$ cat src/rtl/pipe_hazard_ctrl.sv
// pipe_hazard_ctrl: hazard and flow controller for the 5-stage Y86 pipeline.
// It drives stall/bubble controls for the pipeline registers and set_cc.
// It covers load-use, ret, mispredicted jXX and exception propagation.
// A RUN/DRAIN/HALTED FSM freezes the pipe once a halt or fault retires.
// It also latches the terminating status and counts cycles.
// Optional feature macro: PIPE_CTRL_PERF_EN enables the perf event counters.
// When the macro is undefined, the perf ports exist but are tied to zero.
module pipe_hazard_ctrl #(
  parameter int CNT_W = 32
) (
  input  logic             clk,
  input  logic             rst_n,
  input  logic [3:0]       D_icode,
  input  logic [3:0]       d_srcA,
  input  logic [3:0]       d_srcB,
  input  logic [3:0]       E_icode,
  input  logic [3:0]       E_dstM,
  input  logic             e_Cnd,
  input  logic [3:0]       M_icode,
  input  logic [3:0]       m_stat,
  input  logic [3:0]       W_stat,
  output logic             F_stall,
  output logic             D_stall,
  output logic             W_stall,
  output logic             D_bubble,
  output logic             E_bubble,
  output logic             M_bubble,
  output logic             set_cc,
  output logic [1:0]       state,
  output logic [3:0]       exc_stat,
  output logic [CNT_W-1:0] cycle_cnt,
  output logic [CNT_W-1:0] perf_lu_cnt,
  output logic [CNT_W-1:0] perf_mp_cnt,
  output logic [CNT_W-1:0] perf_ret_cnt
);

  // Instruction codes that the hazard logic cares about.
  localparam logic [3:0] I_MRMOVQ = 4'd5;
  localparam logic [3:0] I_OPQ    = 4'd6;
  localparam logic [3:0] I_JXX    = 4'd7;
  localparam logic [3:0] I_RET    = 4'd9;
  localparam logic [3:0] I_POPQ   = 4'd11;
  localparam logic [3:0] R_NONE   = 4'd15;
  localparam logic [3:0] S_AOK    = 4'd1;

  localparam logic [CNT_W-1:0] CNT_ONE = {{(CNT_W-1){1'b0}}, 1'b1};

  typedef enum logic [1:0] {
    ST_RUN    = 2'd0,
    ST_DRAIN  = 2'd1,
    ST_HALTED = 2'd2
  } state_t;

  state_t           state_q, state_d;
  logic [3:0]       exc_stat_q;
  logic [CNT_W-1:0] cycle_cnt_q;

  logic load_use;
  logic ret_in;
  logic mispred;
  logic m_exc;
  logic w_exc;

  // Hazard conditions, derived purely from the current pipeline register contents.
  always_comb begin
    load_use = ((E_icode == I_MRMOVQ) || (E_icode == I_POPQ)) &&
               (E_dstM != R_NONE) &&
               ((E_dstM == d_srcA) || (E_dstM == d_srcB));
    ret_in   = (D_icode == I_RET) || (E_icode == I_RET) || (M_icode == I_RET);
    mispred  = (E_icode == I_JXX) && !e_Cnd;
    m_exc    = (m_stat != S_AOK);
    w_exc    = (W_stat != S_AOK);
  end

  // State register; a low rst_n at the edge always returns to RUN.
  always_ff @(posedge clk) begin
    if (!rst_n) begin
      state_q <= ST_RUN;
    end else begin
      state_q <= state_d;
    end
  end

  // Next-state and pipeline control outputs. The priority is reset flush,
  // then the HALTED freeze, then normal hazard handling.
  always_comb begin
    state_d  = state_q;
    F_stall  = load_use || ret_in;
    D_stall  = load_use;
    W_stall  = w_exc;
    D_bubble = mispred || (ret_in && !load_use);
    E_bubble = mispred || load_use;
    M_bubble = m_exc || w_exc;
    set_cc   = (E_icode == I_OPQ) && !m_exc && !w_exc;

    case (state_q)
      ST_RUN: begin
        if (w_exc) begin
          state_d = ST_HALTED;
        end else if (m_exc) begin
          state_d = ST_DRAIN;
        end
      end
      ST_DRAIN: begin
        if (w_exc) begin
          state_d = ST_HALTED;
        end
      end
      ST_HALTED: begin
        state_d  = ST_HALTED;
        F_stall  = 1'b1;
        D_stall  = 1'b1;
        W_stall  = 1'b1;
        D_bubble = 1'b0;
        E_bubble = 1'b1;
        M_bubble = 1'b1;
        set_cc   = 1'b0;
      end
      default: begin
        state_d = ST_RUN;
      end
    endcase

    // While reset is held, flush the whole pipe without freezing fetch.
    if (!rst_n) begin
      F_stall  = 1'b0;
      D_stall  = 1'b0;
      W_stall  = 1'b0;
      D_bubble = 1'b1;
      E_bubble = 1'b1;
      M_bubble = 1'b1;
      set_cc   = 1'b0;
    end
  end

  // Capture the status of the retiring instruction once, on entry to HALTED.
  always_ff @(posedge clk) begin
    if (!rst_n) begin
      exc_stat_q <= S_AOK;
    end else if ((state_q != ST_HALTED) && (state_d == ST_HALTED)) begin
      exc_stat_q <= W_stat;
    end
  end

  // Free-running cycle counter that freezes once the machine has halted.
  always_ff @(posedge clk) begin
    if (!rst_n) begin
      cycle_cnt_q <= '0;
    end else if (state_q != ST_HALTED) begin
      cycle_cnt_q <= cycle_cnt_q + CNT_ONE;
    end
  end

`ifdef PIPE_CTRL_PERF_EN
  logic [CNT_W-1:0] perf_lu_q;
  logic [CNT_W-1:0] perf_mp_q;
  logic [CNT_W-1:0] perf_ret_q;

  // Event counters. They only count while the pipe is live; a ret cycle that
  // is masked by a load-use stall is not counted as a ret bubble.
  always_ff @(posedge clk) begin
    if (!rst_n) begin
      perf_lu_q  <= '0;
      perf_mp_q  <= '0;
      perf_ret_q <= '0;
    end else if (state_q != ST_HALTED) begin
      if (load_use) begin
        perf_lu_q <= perf_lu_q + CNT_ONE;
      end
      if (mispred) begin
        perf_mp_q <= perf_mp_q + CNT_ONE;
      end
      if (ret_in && !load_use) begin
        perf_ret_q <= perf_ret_q + CNT_ONE;
      end
    end
  end

  assign perf_lu_cnt  = perf_lu_q;
  assign perf_mp_cnt  = perf_mp_q;
  assign perf_ret_cnt = perf_ret_q;
`else
  assign perf_lu_cnt  = '0;
  assign perf_mp_cnt  = '0;
  assign perf_ret_cnt = '0;
`endif

  assign state     = state_q;
  assign exc_stat  = exc_stat_q;
  assign cycle_cnt = cycle_cnt_q;

endmodule

$ cat config.mk
export PLATFORM = sky130hd
export DESIGN_NAME = pipe_hazard_ctrl
export DESIGN_NICKNAME = d
export VERILOG_FILES = /design/src/rtl/pipe_hazard_ctrl.sv
export SDC_FILE = /design/constraint.sdc
export NUM_CORES = 1
export LEC_CHECK = 0
export BUFFER_PORTS_ARGS = -buffer_cell sky130_fd_sc_hd__buf_2
export CAP_MARGIN = 15
export CORE_MARGIN = 2
export CORE_UTILIZATION = 46
export CTS_CLUSTER_DIAMETER = 150
export DETAILED_ROUTE_END_ITERATION = 10
export PLACE_DENSITY = 0.87
export SLEW_MARGIN = 20
export SYNTH_ARGS = -nofsm -noshare
export SYNTH_HDL_FRONTEND = slang
export SYNTH_SLANG_ARGS = --single-unit
$ cat constraint.sdc
create_clock -name clk -period 3.5 [get_ports clk]
set_input_delay 0.175 -clock clk [delete_from_list [all_inputs] [get_ports clk]]
set_output_delay 0.175 -clock clk [all_outputs]
set_load 0.05 [all_outputs]
==> results.yml <==
sta:
  worst_pin_slew_ns: 0.676
  relSlewSlack: 0.543
  clock_skew_ns: 0.00379
  setup-tns-final_ns: 0
  final.min_clock_period_ns: 1.91
  finalSetupViolations: 0
  report.final.slew_viol_count: 0
  rsz0062_at_grt: "false"
  max_freq_mhz: 522
  hold_violations: 0
  period_share: 0.547
synth:
  synth_compound_area_frac: 0.0541
  syn_area_um2: 2660
  synth.area.mux_share: 0
  ys_types: 39
  synth_xor_area_frac: 0.105
  synth_area_leader_cell: "dfxtp_1"
  synthArstFlopShare: 0
  yosysWarningCount: 0
  synth.area.top_cells: "dfxtp_1 29%, buf_4 27%, xor2_1 6.6%, nor2_1 4.5%, xnor2_1 4.0%"
  synth_seq_area_share: 0.286
  synth_edf_count: 0
  synthDominantCellAreaShare: 0.286
  synth.avg_cell_area_um2: 8.31
  synthAdderAreaFrac: 0.00470
  yosys_most_used_dff: "dfxtp_1"
  netlist_instances: 320
  synth_top_family_by_area: "buffers and inverters"
  ys_seq_elements: 38
  synth-simple-area-share: 0.262
clocking:
  clk_latency_ns: 0.29
  ctsResizeCount: 0
  cts_setup_buffers: 0
  root_buffer: "clkbuf_8"
  cts_sinks: 38
  htree_levels: 2
  cts_hold_buffers: 0
  cts.reportedPaths.clkPinSlew_ns: 0.07
  cts_buffer_depth: 2
  tritoncts: "yes"
  numCtsBuffers: 5
routing:
  avgRoutedWirePerCell_um: 11.0
  drtIter0Drc: 73
  vias: 2165
  via_per_inst: 4.57
  drt_wl_total_mm: 5.20
  route.detailed.drc: 0
  antenna_left: 0
  drt_pre_antenna_iters: 4
worst_setup_path:
  crit_fanout: 10
  crit_required_ns: 3.32
  worstSetupPathType: "register to primary output"
  worst_ep_arrival_time_ns: 1.74
  end_kind: "primary output"
  startpoint_type: "register"
power_and_ir_drop:
  intPower_mw: 0.647
  leakage_nw: 1.42
  p_sw_frac: 0.424
  power_frac_clock: 0.277
  power_density_nw_per_um2: 393
  irDropWorstVdd_uv: 202
  totalPowerFinal_mw: 1.12
  seqPwrFrac: 0.400
  netSwitchingPower_mw: 0.476
  combinationalPowerShare: 0.323
grt:
  grt_pass1_wl_mm: 8.38
  overflow: 0
  grt_pass1_vias: 1909
  antenna_found_initial: 0
  grt.total_usage: 0.164
  grt_max_degree: 40
layout:
  antenna_cells: 0
  nets: 437
  syn2layout_area_growth_pct: 7.53
  drive_gt1_frac: 0.241
  nFillCells: 561
  post-route-cell-area_um2: 2860
floorplan:
  coreArea_um2: 5540
  initial_utilization: 0.480
  die_w_um: 80.0
  io_pins: 176
  die_h_um: 80.0
  num_rows: 27
  die_area_um2: 6410
placed_design:
  dp_hpwl_mm: 4.10
  gp_congestion: 0.805
  portBuffers: 79
  dpl_cell_area_um2: 2770
flow_run:
  drv_cap: 0
run_status:
  status: "completed"
worst_hold_path:
  hold_path_class: "input pin to register"
[area by class of cell]
type / count / area [um^2] / share of cell area
clock buffers: 7 / 86.3 / 0.0302
clock inverters: 1 / 5.00 / 0.00175
inverters: 6 / 22.5 / 0.00787
multi-input cells: 270 / 1490 / 0.522
flip-flops and latches: 38 / 761 / 0.266
well taps: 72 / 90.1 / 0.0315
repair buffers: 80 / 403 / 0.141
[cell families after synthesis]
kind of cell               after synthesis
DFF                                     38
adders and majority gates                1
and+or+nand+nor                        115
buffers and inverters                  107
AOI/OAI and AO/OA                       26
other                                    1
xor gates and xnor gates                32
[worst max-delay path: stages (launching register included)]
cell,delay [ns]
dfxtp_1,0.39
nor2b_1,0.16
buf_4,0.18
or4_1,0.50
buf_2,0.22
[per-stage QoR]
| stage | setup slack [ns] | utilization | hold WS (ns) | cells |
|---|---|---|---|---|
| floorplan | 0.578 | - | 0.237 | 415 |
| global placement | 1.60 | 0.500 | 0.399 | 466 |
| detailed placement | 1.61 | 0.500 | 0.406 | 466 |
| CTS | 1.57 | 0.516 | 0.100 | 474 |
| global route | 1.45 | 0.516 | 0.121 | 474 |
| finish | 1.59 | 0.516 | 0.114 | 474 |
[power by group through the flow]
stage,clock (mW),sequential [mW],combinational [mW]
2_1_floorplan,0,0.487,0.371
3_3_place_gp,0,0.459,0.357
3_5_place_dp,0,0.459,0.360
4_1_cts,0.318,0.449,0.360
5_1_grt,0.336,0.451,0.381
6_report,0.311,0.449,0.362
[layout by cell type, fill, tap and decap left out, types with 3 or more instances in the layout]
| cell | netlist | layout |
|---|---|---|
| a21oi_1 | 15 | 15 |
| and2_1 | 4 | 4 |
| and3_1 | 5 | 5 |
| buf_2 | 1 | 79 |
| clkbuf_8 | 0 | 6 |
| conb_1 | 1 | 96 |
| dfxtp_1 | 38 | 38 |
| inv_1 | 6 | 5 |
| nand2_1 | 15 | 15 |
| nand3_1 | 12 | 12 |
| nand4_1 | 13 | 13 |
| nor2_1 | 32 | 32 |
| nor2b_1 | 4 | 4 |
| nor4b_1 | 3 | 3 |
| nor4b_4 | 3 | 3 |
| o21ai_0 | 6 | 6 |
| or3_1 | 7 | 7 |
| xnor2_1 | 12 | 12 |
| xor2_1 | 20 | 20 |
[cells in the mapped netlist, types with 2 or more instances]
cell      instances
a21oi_1          15
and2_1            4
and3_1            5
buf_4            96
clkbuf_1          3
dfxtp_1          38
inv_1             6
nand2_1          15
nand3_1          12
nand4_1          13
nor2_1           32
nor2b_1           4
nor3_1            2
nor3_2            2
nor3b_1           2
nor4b_1           3
nor4b_4           3
nor4bb_1          2
o21ai_0           6
or3_1             7
or4_1             2
xnor2_1          12
xor2_1           20
[sequential cells by signal, indices dropped and copies added (netlist names)]
register / count
state: 2
exc_stat: 4
cycle_cnt: 32
[layer usage]
metal	global-route usage	wire, um	share of wire
met5	0	0	0
met4	0.0644	77	0.015
met3	0.0385	410	0.079
met2	0.283	2550	0.49
met1	0.195	2160	0.41
[final timing paths]
check                             startpoint  slack (ns)                         end  cells after the start
setup / recovery         state[1]$_SDFF_PN0_        1.59                    E_bubble                      4
hold / removal                         rst_n        0.11    exc_stat[0]$_SDFFE_PN1P_                      2
setup reg to reg   cycle_cnt[6]$_SDFFE_PN0N_        1.59  cycle_cnt[26]$_SDFFE_PN0N_                      5
hold reg to reg   cycle_cnt[31]$_SDFFE_PN0N_        0.48  cycle_cnt[31]$_SDFFE_PN0N_                      2
Note: power is estimated with default switching activity, not from simulation.
